===== src/rtl/stl_skid_buf_pkg.sv =====
// rtl/stl_skid_buf_pkg.sv - shared pipeline types for the skid buffer
package stl_skid_buf_pkg;

    typedef enum logic [1:0] {
        EMPTY = 2'd0,
        ONE   = 2'd1,
        FULL  = 2'd2
    } skid_state_t;

endpackage


===== src/rtl/stl_skid_ctrl.sv =====
// rtl/stl_skid_ctrl.sv - occupancy state machine and write enables for the skid buffer
module stl_skid_ctrl
    import stl_skid_buf_pkg::*;
(
    input  logic       i_clk,
    input  logic       i_rst_n,
    input  logic       i_valid,
    input  logic       i_ready,
    input  logic       i_flush,
    output logic       o_valid,
    output logic       o_ready,
    output logic [1:0] o_cnt,
    output logic       main_wen,
    output logic       skid_wen,
    output logic       main_sel_skid
);

    skid_state_t state;
    skid_state_t state_nxt;
    logic        in_fire;
    logic        out_fire;

    always_ff @(posedge i_clk) begin
        if (!i_rst_n) begin
            state <= EMPTY;
        end else begin
            state <= state_nxt;
        end
    end

    always_comb begin
        o_valid       = (state != EMPTY);
        o_ready       = (state != FULL);
        o_cnt         = state;
        in_fire       = i_valid & o_ready;
        out_fire      = o_valid & i_ready;
        state_nxt     = state;
        main_wen      = 1'b0;
        skid_wen      = 1'b0;
        main_sel_skid = 1'b0;
        // Flush drops any beat that fires alongside it, so no register loads.
        if (i_flush) begin
            state_nxt = EMPTY;
        end else begin
            case (state)
                EMPTY: begin
                    if (in_fire) begin
                        state_nxt = ONE;
                        main_wen  = 1'b1;
                    end
                end
                ONE: begin
                    if (in_fire && out_fire) begin
                        main_wen = 1'b1;
                    end else if (in_fire) begin
                        state_nxt = FULL;
                        skid_wen  = 1'b1;
                    end else if (out_fire) begin
                        state_nxt = EMPTY;
                    end
                end
                FULL: begin
                    if (out_fire) begin
                        state_nxt     = ONE;
                        main_wen      = 1'b1;
                        main_sel_skid = 1'b1;
                    end
                end
                default: state_nxt = EMPTY;
            endcase
        end
    end

endmodule


===== src/rtl/stl_skid_buf.sv =====
// rtl/stl_skid_buf.sv - two-entry registered valid/ready skid buffer with flush
module stl_skid_buf
    import stl_skid_buf_pkg::*;
#(
    parameter int               WIDTH     = 32,
    parameter logic [WIDTH-1:0] RESET_VAL = '0
) (
    input  logic             i_clk,
    input  logic             i_rst_n,
    input  logic             i_valid,
    output logic             o_ready,
    input  logic [WIDTH-1:0] i_din,
    output logic             o_valid,
    input  logic             i_ready,
    output logic [WIDTH-1:0] o_dout,
    input  logic             i_flush,
    output logic [1:0]       o_cnt
);

    logic             main_wen;
    logic             skid_wen;
    logic             main_sel_skid;
    logic [WIDTH-1:0] main_q;
    logic [WIDTH-1:0] skid_q;

    stl_skid_ctrl u_ctrl (
        .i_clk         (i_clk),
        .i_rst_n       (i_rst_n),
        .i_valid       (i_valid),
        .i_ready       (i_ready),
        .i_flush       (i_flush),
        .o_valid       (o_valid),
        .o_ready       (o_ready),
        .o_cnt         (o_cnt),
        .main_wen      (main_wen),
        .skid_wen      (skid_wen),
        .main_sel_skid (main_sel_skid)
    );

    always_ff @(posedge i_clk) begin
        if (!i_rst_n) begin
            main_q <= RESET_VAL;
            skid_q <= RESET_VAL;
        end else begin
            if (main_wen) begin
                main_q <= main_sel_skid ? skid_q : i_din;
            end
            if (skid_wen) begin
                skid_q <= i_din;
            end
        end
    end

    assign o_dout = main_q;

endmodule

===== config.mk =====
export PLATFORM = sky130hd
export DESIGN_NAME = stl_skid_buf
export DESIGN_NICKNAME = d
export VERILOG_FILES = /design/src/rtl/stl_skid_buf_pkg.sv /design/src/rtl/stl_skid_ctrl.sv /design/src/rtl/stl_skid_buf.sv
export SDC_FILE = /design/constraint.sdc
export NUM_CORES = 1
export LEC_CHECK = 0
export BUFFER_PORTS_ARGS = -buffer_cell sky130_fd_sc_hd__buf_2
export CORE_MARGIN = 4
export CORE_UTILIZATION = 50
export CTS_BUF_LIST = sky130_fd_sc_hd__clkbuf_8
export CTS_CLUSTER_DIAMETER = 40
export CTS_CLUSTER_SIZE = 12
export DETAILED_ROUTE_END_ITERATION = 8
export PLACE_DENSITY = 0.76
export SLEW_MARGIN = 20
export SYNTH_ARGS = -nofsm -noshare
export SYNTH_HDL_FRONTEND = slang
export SYNTH_SLANG_ARGS = --single-unit

===== constraint.sdc =====
create_clock -name i_clk -period 1.3 [get_ports i_clk]
set_input_delay 0 -clock i_clk [delete_from_list [all_inputs] [get_ports i_clk]]
set_output_delay 0 -clock i_clk [all_outputs]
set_load 0.1 [all_outputs]

==> results of run 1 <==
stage by stage:
step	area [µm²]	utilization [%]	total power, W
2_1_floorplan	3280	-	0.00304
3_3_place_gp	3740	63.1	0.00331
3_5_place_dp	3740	63.1	0.00332
4_1_cts	4680	79.1	0.00540
5_1_grt	5200	87.9	0.00575
6_report	5200	87.9	0.00562
cell families (layout without fill, tap and decap cells):
| logic type | Yosys count | after routing | share of synthesized area (%) |
|---|---|---|---|
| muxes | 33 | 33 | 10.8 |
| buffers and inverters | 47 | 170 | 8.12 |
| DFF | 66 | 66 | 43.1 |
| and+or+nand+nor | 46 | 46 | 8.32 |
| AOI/OAI and AO/OA | 132 | 132 | 29.7 |
layer usage:
layer / vias to the layer above / share of wire [%] / wire length, µm
met3: 91 / 9.7 / 1360
met2: 304 / 47 / 6670
li1: 1525 / - / -
met5: - / 0 / 0
met1: 1824 / 38 / 5330
met4: 0 / 4.9 / 684
registers in the layout, indices dropped and copies added (netlist names):
name,flops
o_dout,32
skid_q,32
u_ctrl.o_cnt,2
worst max-delay path, delay by kind of cell, from the launching register on:
| kind | cells | cell delay [ps] |
|---|---|---|
| DFF | 1 | 360 |
| buffers and inverters | 2 | 300 |
| and+or+nand+nor | 1 | 410 |
| AOI/OAI and AO/OA | 2 | 370 |
cells in the final DEF (no fill, tap or decap), types with 3 or more instances in the layout:
master / netlist / layout
buf_16: 0 / 3
mux2i_2: 0 / 4
buf_4: 1 / 15
buf_2: 14 / 68
buf_6: 1 / 13
dfxtp_1: 66 / 64
buf_12: 2 / 14
a311oi_2: 0 / 14
a21oi_1: 33 / 8
clkbuf_16: 0 / 5
mux2i_1: 33 / 29
dlygate4sd3_1: 0 / 34
o21ai_4: 0 / 6
o21ai_2: 0 / 26
a21oi_2: 0 / 25
nand3_2: 0 / 29
a311oi_1: 64 / 50
nand3_4: 0 / 3
nand2_1: 3 / 3
clkbuf_8: 0 / 11
report_power, final:
| group | leakage (nW) | total (W) | internal (W) | switching, W |
|---|---|---|---|---|
| clock network | 0.118 | 0.00202 | 0.00116 | 0.000857 |
| logic | 1.15 | 0.00144 | 0.000413 | 0.00103 |
| registers | 0.540 | 0.00216 | 0.00210 | 0.0000624 |
how the worst max path moves through the flow:
| stage | slack [ps] | start | endpoint | depth (start not counted) |
|---|---|---|---|---|
| after floorplan | -320 | u_ctrl.o_cnt[1]$_SDFFE_PP0P_ | o_dout[23]$_SDFFE_PN0P_ | 6 |
| after global placement | -70 | u_ctrl.o_cnt[0]$_SDFFE_PP0P_ | o_dout[20]$_SDFFE_PN0P_ | 4 |
| after global routing | -310 | u_ctrl.o_cnt[0]$_SDFFE_PP0P_ | o_dout[15]$_SDFFE_PN0P_ | 5 |
| after CTS | -110 | u_ctrl.o_cnt[0]$_SDFFE_PP0P_ | o_dout[6]$_SDFFE_PN0P_ | 4 |
| after detailed placement | -140 | u_ctrl.o_cnt[0]$_SDFFE_PP0P_ | o_dout[7]$_SDFFE_PN0P_ | 5 |
| final | -260 | u_ctrl.o_cnt[0]$_SDFFE_PP0P_ | o_dout[29]$_SDFFE_PN0P_ | 5 |
what timing repair did:
| action | CTS | global route |
|---|---|---|
| setup buffers | 7 | 6 |
| cloned | 4 | 6 |
| endpoints found under the hold margin | 33 | 0 |
| pin swaps | 43 | 29 |
| setup endpoints to repair | 66 | 68 |
| hold buffers | 34 | 0 |
| resized for setup | 56 | 101 |
layout make-up:
cell class	count	share of cell area [%]
repair buffers	153	27.7
clock inverters	4	1.30
well taps	75	1.80
multi-input cells	211	40.6
flip-flops and latches	66	25.5
inverters	2	0.144
clock buffers	11	2.91
==> flow_metrics.env, run 1 <==
export IMPL_status="complete, but fails checks"
export IMPL_failed_checks="setup timing"
export IMPL_port_buffers=72
export IMPL_synth_top_cell_area_share_pct=43.1
export IMPL_min_to="u_ctrl.o_cnt[0]$_SDFFE_PP0P_"
export IMPL_syn_to_final_growth_pct=69.6
export IMPL_async_reset_ff_share_pct=0
export IMPL_std_cell_rows=28
export IMPL_hold_class="in -> reg"
export IMPL_synth_cells=324
export IMPL_relSlewSlack_pct=53.5
export IMPL_path_cells="and4bb_4 > buf_6 > buf_16 > a311oi_1 > a311oi_1"
export IMPL_clock_skew_ps=9.72
export IMPL_hold_depth=4
export IMPL_power_density_nw_per_um2=1080
export IMPL_drv_cap=0
export IMPL_synth_edf_count=0
export IMPL_crit_fanout=6
export IMPL_postRouteAntennaNets=0
export IMPL_yosys_warnings=0
export IMPL_ys_ff_latch=66
export IMPL_drt_iter0_drc=426
export IMPL_synth_top_flop_cell="dfxtp_1"
export IMPL_dr_pass1_iters=6
export IMPL_worst_setup_path_start_kind="flop"
export IMPL_worst_ep_arrival_time_ps=1800
export IMPL_synthTopCellsByArea="dfxtp_1 (43%), a311oi_1 (18%), mux2i_1 (11%)"
export IMPL_nets=480
export IMPL_instances_no_fill=522
export IMPL_yosysMostFrequentCell="dfxtp_1"
export IMPL_yosys_area_top_type="dfxtp_1"
export IMPL_wirelength_um=14000
export IMPL_leakage_nw=1.81
export IMPL_dp_hpwl_um=5470
export IMPL_cpMaxStageDelayCell="and4bb_4"
export IMPL_antenna_found_initial=0
export IMPL_syn_area_um2=3070
export IMPL_use_met2_pct=50.0
export IMPL_drv_slew=0
export IMPL_grt_overflow=0
export IMPL_multiInputGateArea_um2=2110
export IMPL_whs_ps=188
export IMPL_setup_slack_ps=-264
export IMPL_ir_drop_mv=0.961
export IMPL_num_antenna_cells=0
export IMPL_dieWidth_um=86.3
export IMPL_drive_gt1_share_pct=57.0
export IMPL_vias_per_cell=7.17
export IMPL_core_um2=5920
export IMPL_cpPeakStageDelay_ps=410
export IMPL_cp_required_ps=1540
export IMPL_clockBufferDepth=2
export IMPL_worst_slew_pin_slew_ps=697
export IMPL_rr_endpoint="o_dout[29]$_SDFFE_PN0P_"
export IMPL_rrSetupSlack_ps=-260
export IMPL_tns_ps=-11230
export IMPL_drc=0
export IMPL_pre_cts_ws_ps=-142
export IMPL_cts_made_buffers=9
export IMPL_setup_viol=68
export IMPL_die_h_um=86.3
export IMPL_use_met1_pct=36.6
export IMPL_globalplace_congestion=0.771
export IMPL_vias=3744
export IMPL_end_kind="flop"
export IMPL_clkTransAtPathRegs_ps=70
export IMPL_htreeDepth=3
export IMPL_numClockSinks=66
export IMPL_wl_per_cell_um=26.9
export IMPL_grt_pass1_wl_um=17700
export IMPL_hp_start="i_ready"
export IMPL_finalCritPeriodShare_pct=120
export IMPL_ys_top_cells_by_count="dfxtp_1 (66), a311oi_1 (64), a21oi_1 (33), mux2i_1 (33), nand3_1 (32)"
export IMPL_seq_area_frac_synth_pct=43.1
export IMPL_critPathMostFrequentCell="a311oi_1"
export IMPL_synth_fp_nets=361
export IMPL_regArea_um2=1330
export IMPL_syn_avg_cell_area_um2=9.47
export IMPL_fillers=256
export IMPL_grt_setup_unrepaired="yes"
export IMPL_cts_tree="yes"
export IMPL_grt_usage_pct=30.5
export IMPL_die_area_um2=7450
export IMPL_grt_max_degree=65
export IMPL_num_io_pins=73
export IMPL_layout_min_cycle_time_ps=1560
export IMPL_yosysUniqueCellTypes=28
export IMPL_hold_viol=0
export IMPL_met3_usage_pct=9.03
export IMPL_grt_pass1_vias=3456
export IMPL_insertion_delay_ps=360
export IMPL_cts_root_buf="clkbuf_8"
export IMPL_r2r_start="u_ctrl.o_cnt[0]$_SDFFE_PP0P_"
export IMPL_placedCellCount=452
export IMPL_rr_worst_depth=5
export IMPL_initial_utilization_pct=51.8
export IMPL_busiest_layer="met2"
export IMPL_max_clock_freq_mhz=639
export IMPL_worstSetupPathType="reg -> reg"
(Power assumes the default switching activity.)
==> inputs of run 2 (changes only) <==
==> constraint.sdc (replaced) <==
create_clock -name i_clk -period 1.3 [get_ports i_clk]
set_input_delay 0.13 -clock i_clk [delete_from_list [all_inputs] [get_ports i_clk]]
set_output_delay 0.13 -clock i_clk [all_outputs]
set_load 0.1 [all_outputs]
==> run 2 against run 1 <==
  * The run still ends with setup timing left
  * Final area decreased by 10%
  * Combinational power decreased by 9%
  * Core utilization decreased by 9.0 points
  * Sequential power about the same
  * Final cell count decreased by 6.5%
  * Critical endpoint is now o_dout[2]$_SDFFE_PN0P_
  * Largest power group unchanged
==> flow_metrics.env, run 2 (synthesized netlist as in run 1, its figures left out) <==
export IMPL_num_io_pins=73
export IMPL_netSwitchingFraction_pct=36.3
export IMPL_rr_endpoint="o_dout[2]$_SDFFE_PN0P_"
export IMPL_vias=3300
export IMPL_grt_usage_pct=25.1
export IMPL_drive_gt1_share_pct=56.7
export IMPL_regArea_um2=1330
export IMPL_hold_viol=0
export IMPL_ir_drop_mv=0.883
export IMPL_final_cell_mix="dfxtp_1 (64), buf_2 (62), a311oi_1 (46)"
export IMPL_r2r_start="u_ctrl.o_cnt[0]$_SDFFE_PP0P_"
export IMPL_core_um2=5920
export IMPL_worst_ep_arrival_time_ps=1790
export IMPL_num_antenna_cells=0
export IMPL_max_clock_freq_mhz=636
export IMPL_wirelength_um=11100
export IMPL_wl_per_cell_um=22.7
export IMPL_grt_overflow=0
export IMPL_drc=0
export IMPL_drt_iter0_drc=270
export IMPL_die_h_um=86.3
export IMPL_finalCritPeriodShare_pct=121
export IMPL_p_comb_share_pct=26.4
export IMPL_setup_viol=60
export IMPL_layout_min_cycle_time_ps=1570
export IMPL_worst_slew_pin_slew_ps=507
export IMPL_fillers=346
export IMPL_grt_pass1_vias=3070
export IMPL_seq_power_share_pct=43.4
export IMPL_relSlewSlack_pct=66.4
export IMPL_hold_class="in -> reg"
export IMPL_nets=445
export IMPL_clockBufferDepth=2
export IMPL_antenna_found_initial=0
export IMPL_cts_tree="yes"
export IMPL_clkTransAtPathRegs_ps=70
export IMPL_clock_skew_ps=9.18
export IMPL_worstSetupPathType="reg -> reg"
export IMPL_multiInputGateArea_um2=2000
export IMPL_die_area_um2=7450
export IMPL_crit_start="u_ctrl.o_cnt[0]$_SDFFE_PP0P_"
export IMPL_crit_fanout=8
export IMPL_end_kind="flop"
export IMPL_initial_utilization_pct=51.8
export IMPL_syn_to_final_growth_pct=52.1
export IMPL_port_buffers=72
export IMPL_setup_slack_ps=-273
export IMPL_whs_ps=51.8
export IMPL_instances_no_fill=488
export IMPL_insertion_delay_ps=350
export IMPL_grt_setup_unrepaired="yes"
export IMPL_intPower_w=0.00317
export IMPL_vias_per_cell=6.76
export IMPL_numClockSinks=66
export IMPL_placedCellCount=454
export IMPL_power_density_nw_per_um2=1060
export IMPL_dp_hpwl_um=5680
export IMPL_grt_max_degree=65
export IMPL_worst_setup_path_start_kind="flop"
export IMPL_cts_root_buf="clkbuf_8"
export IMPL_drv_slew=0
export IMPL_failed_checks="setup timing"
export IMPL_cts_made_buffers=9
export IMPL_min_to="skid_q[5]$_SDFFE_PN0P_"
export IMPL_dieWidth_um=86.3
export IMPL_rr_worst_depth=5
export IMPL_drv_cap=0
export IMPL_dr_pass1_iters=5
export IMPL_final_common_cell="dfxtp_1"
export IMPL_hold_depth=3
export IMPL_cp_required_ps=1510
export IMPL_clkPwrFrac_pct=30.2
export IMPL_std_cell_rows=28
export IMPL_p_switching_w=0.00180
export IMPL_htreeDepth=3
export IMPL_grt_pass1_wl_um=15000
export IMPL_postRouteAntennaNets=0
export IMPL_rrSetupSlack_ps=-270
export IMPL_globalplace_congestion=0.791
export IMPL_hp_start="i_din[5]"
export IMPL_status="complete, but fails checks"
export IMPL_leakage_nw=1.62
==> run 2: cell types whose count changed in the layout (fill, tap and decap cells not counted), sizes merged <==
cell,change
inv,+2
buf,-7
bufinv,-2
clkinv,+1
dlygate4sd3,-34
clkbuf,+5
clkinvlp,+1
==> run 2: worst max-delay path by stage <==
stage	endpoint	slack, ps
finish	o_dout[2]$_SDFFE_PN0P_	-270
floorplan	o_dout[23]$_SDFFE_PN0P_	-320
detailed placement	o_dout[11]$_SDFFE_PN0P_	-150
CTS	o_dout[21]$_SDFFE_PN0P_	-120
global route	o_dout[28]$_SDFFE_PN0P_	-270
global placement	o_dout[22]$_SDFFE_PN0P_	-30
==> run 2: worst max-delay path, stage by stage (launching register included) <==
cell	delay [ps]
dfxtp_4	350
and4bb_4	350
buf_12	160
clkbuf_16	170
mux2i_1	270
a311oi_1	140
==> run 2: cell type report <==
cell class,instances,area share (%)
multi-input cells,211,42.8
clock buffers,10,2.95
inverters,2,0.161
well taps,75,2.01
clock inverters,6,0.590
repair buffers,118,23.0
flip-flops and latches,66,28.5
==> run 2: timing repair <==
action,4_1_cts,5_1_grt
resized for setup,20,111
buffers inserted,1,9
hold buffers,0,0
pin swaps,5,26
cloned,2,7
setup endpoints to repair,57,72
==> run 2: stage by stage <==
stage          setup slack (ps)  area (µm²)  setup TNS (ps)  power (W)  util [%]
5_1_grt                    -274        4670          -10920    0.00511      78.8
2_1_floorplan              -318        3280          -14650    0.00304         -
6_report                   -273        4670           -8400    0.00497      78.8
3_3_place_gp              -25.4        3790            -193    0.00332      64.1
4_1_cts                    -116        4100           -4470    0.00482      69.2
3_5_place_dp               -151        3790           -1970    0.00334      64.1
==> run 2: routing by layer <==
| layer | global-route usage (%) | part of all wire (%) |
|---|---|---|
| met5 | 0 | 0 |
| met4 | 7.93 | 2.3 |
| met3 | 6.94 | 7.3 |
| met2 | 42.9 | 52 |
| met1 | 30.6 | 39 |
==> run 2: power by group through the flow <==
stage          registers, W  clock network (W)  logic, W
3_3_place_gp        0.00219                  0   0.00113
3_5_place_dp        0.00219                  0   0.00115
4_1_cts             0.00215            0.00149   0.00118
6_report            0.00216            0.00150   0.00131
5_1_grt             0.00216            0.00159   0.00136
2_1_floorplan       0.00271                  0  0.000330
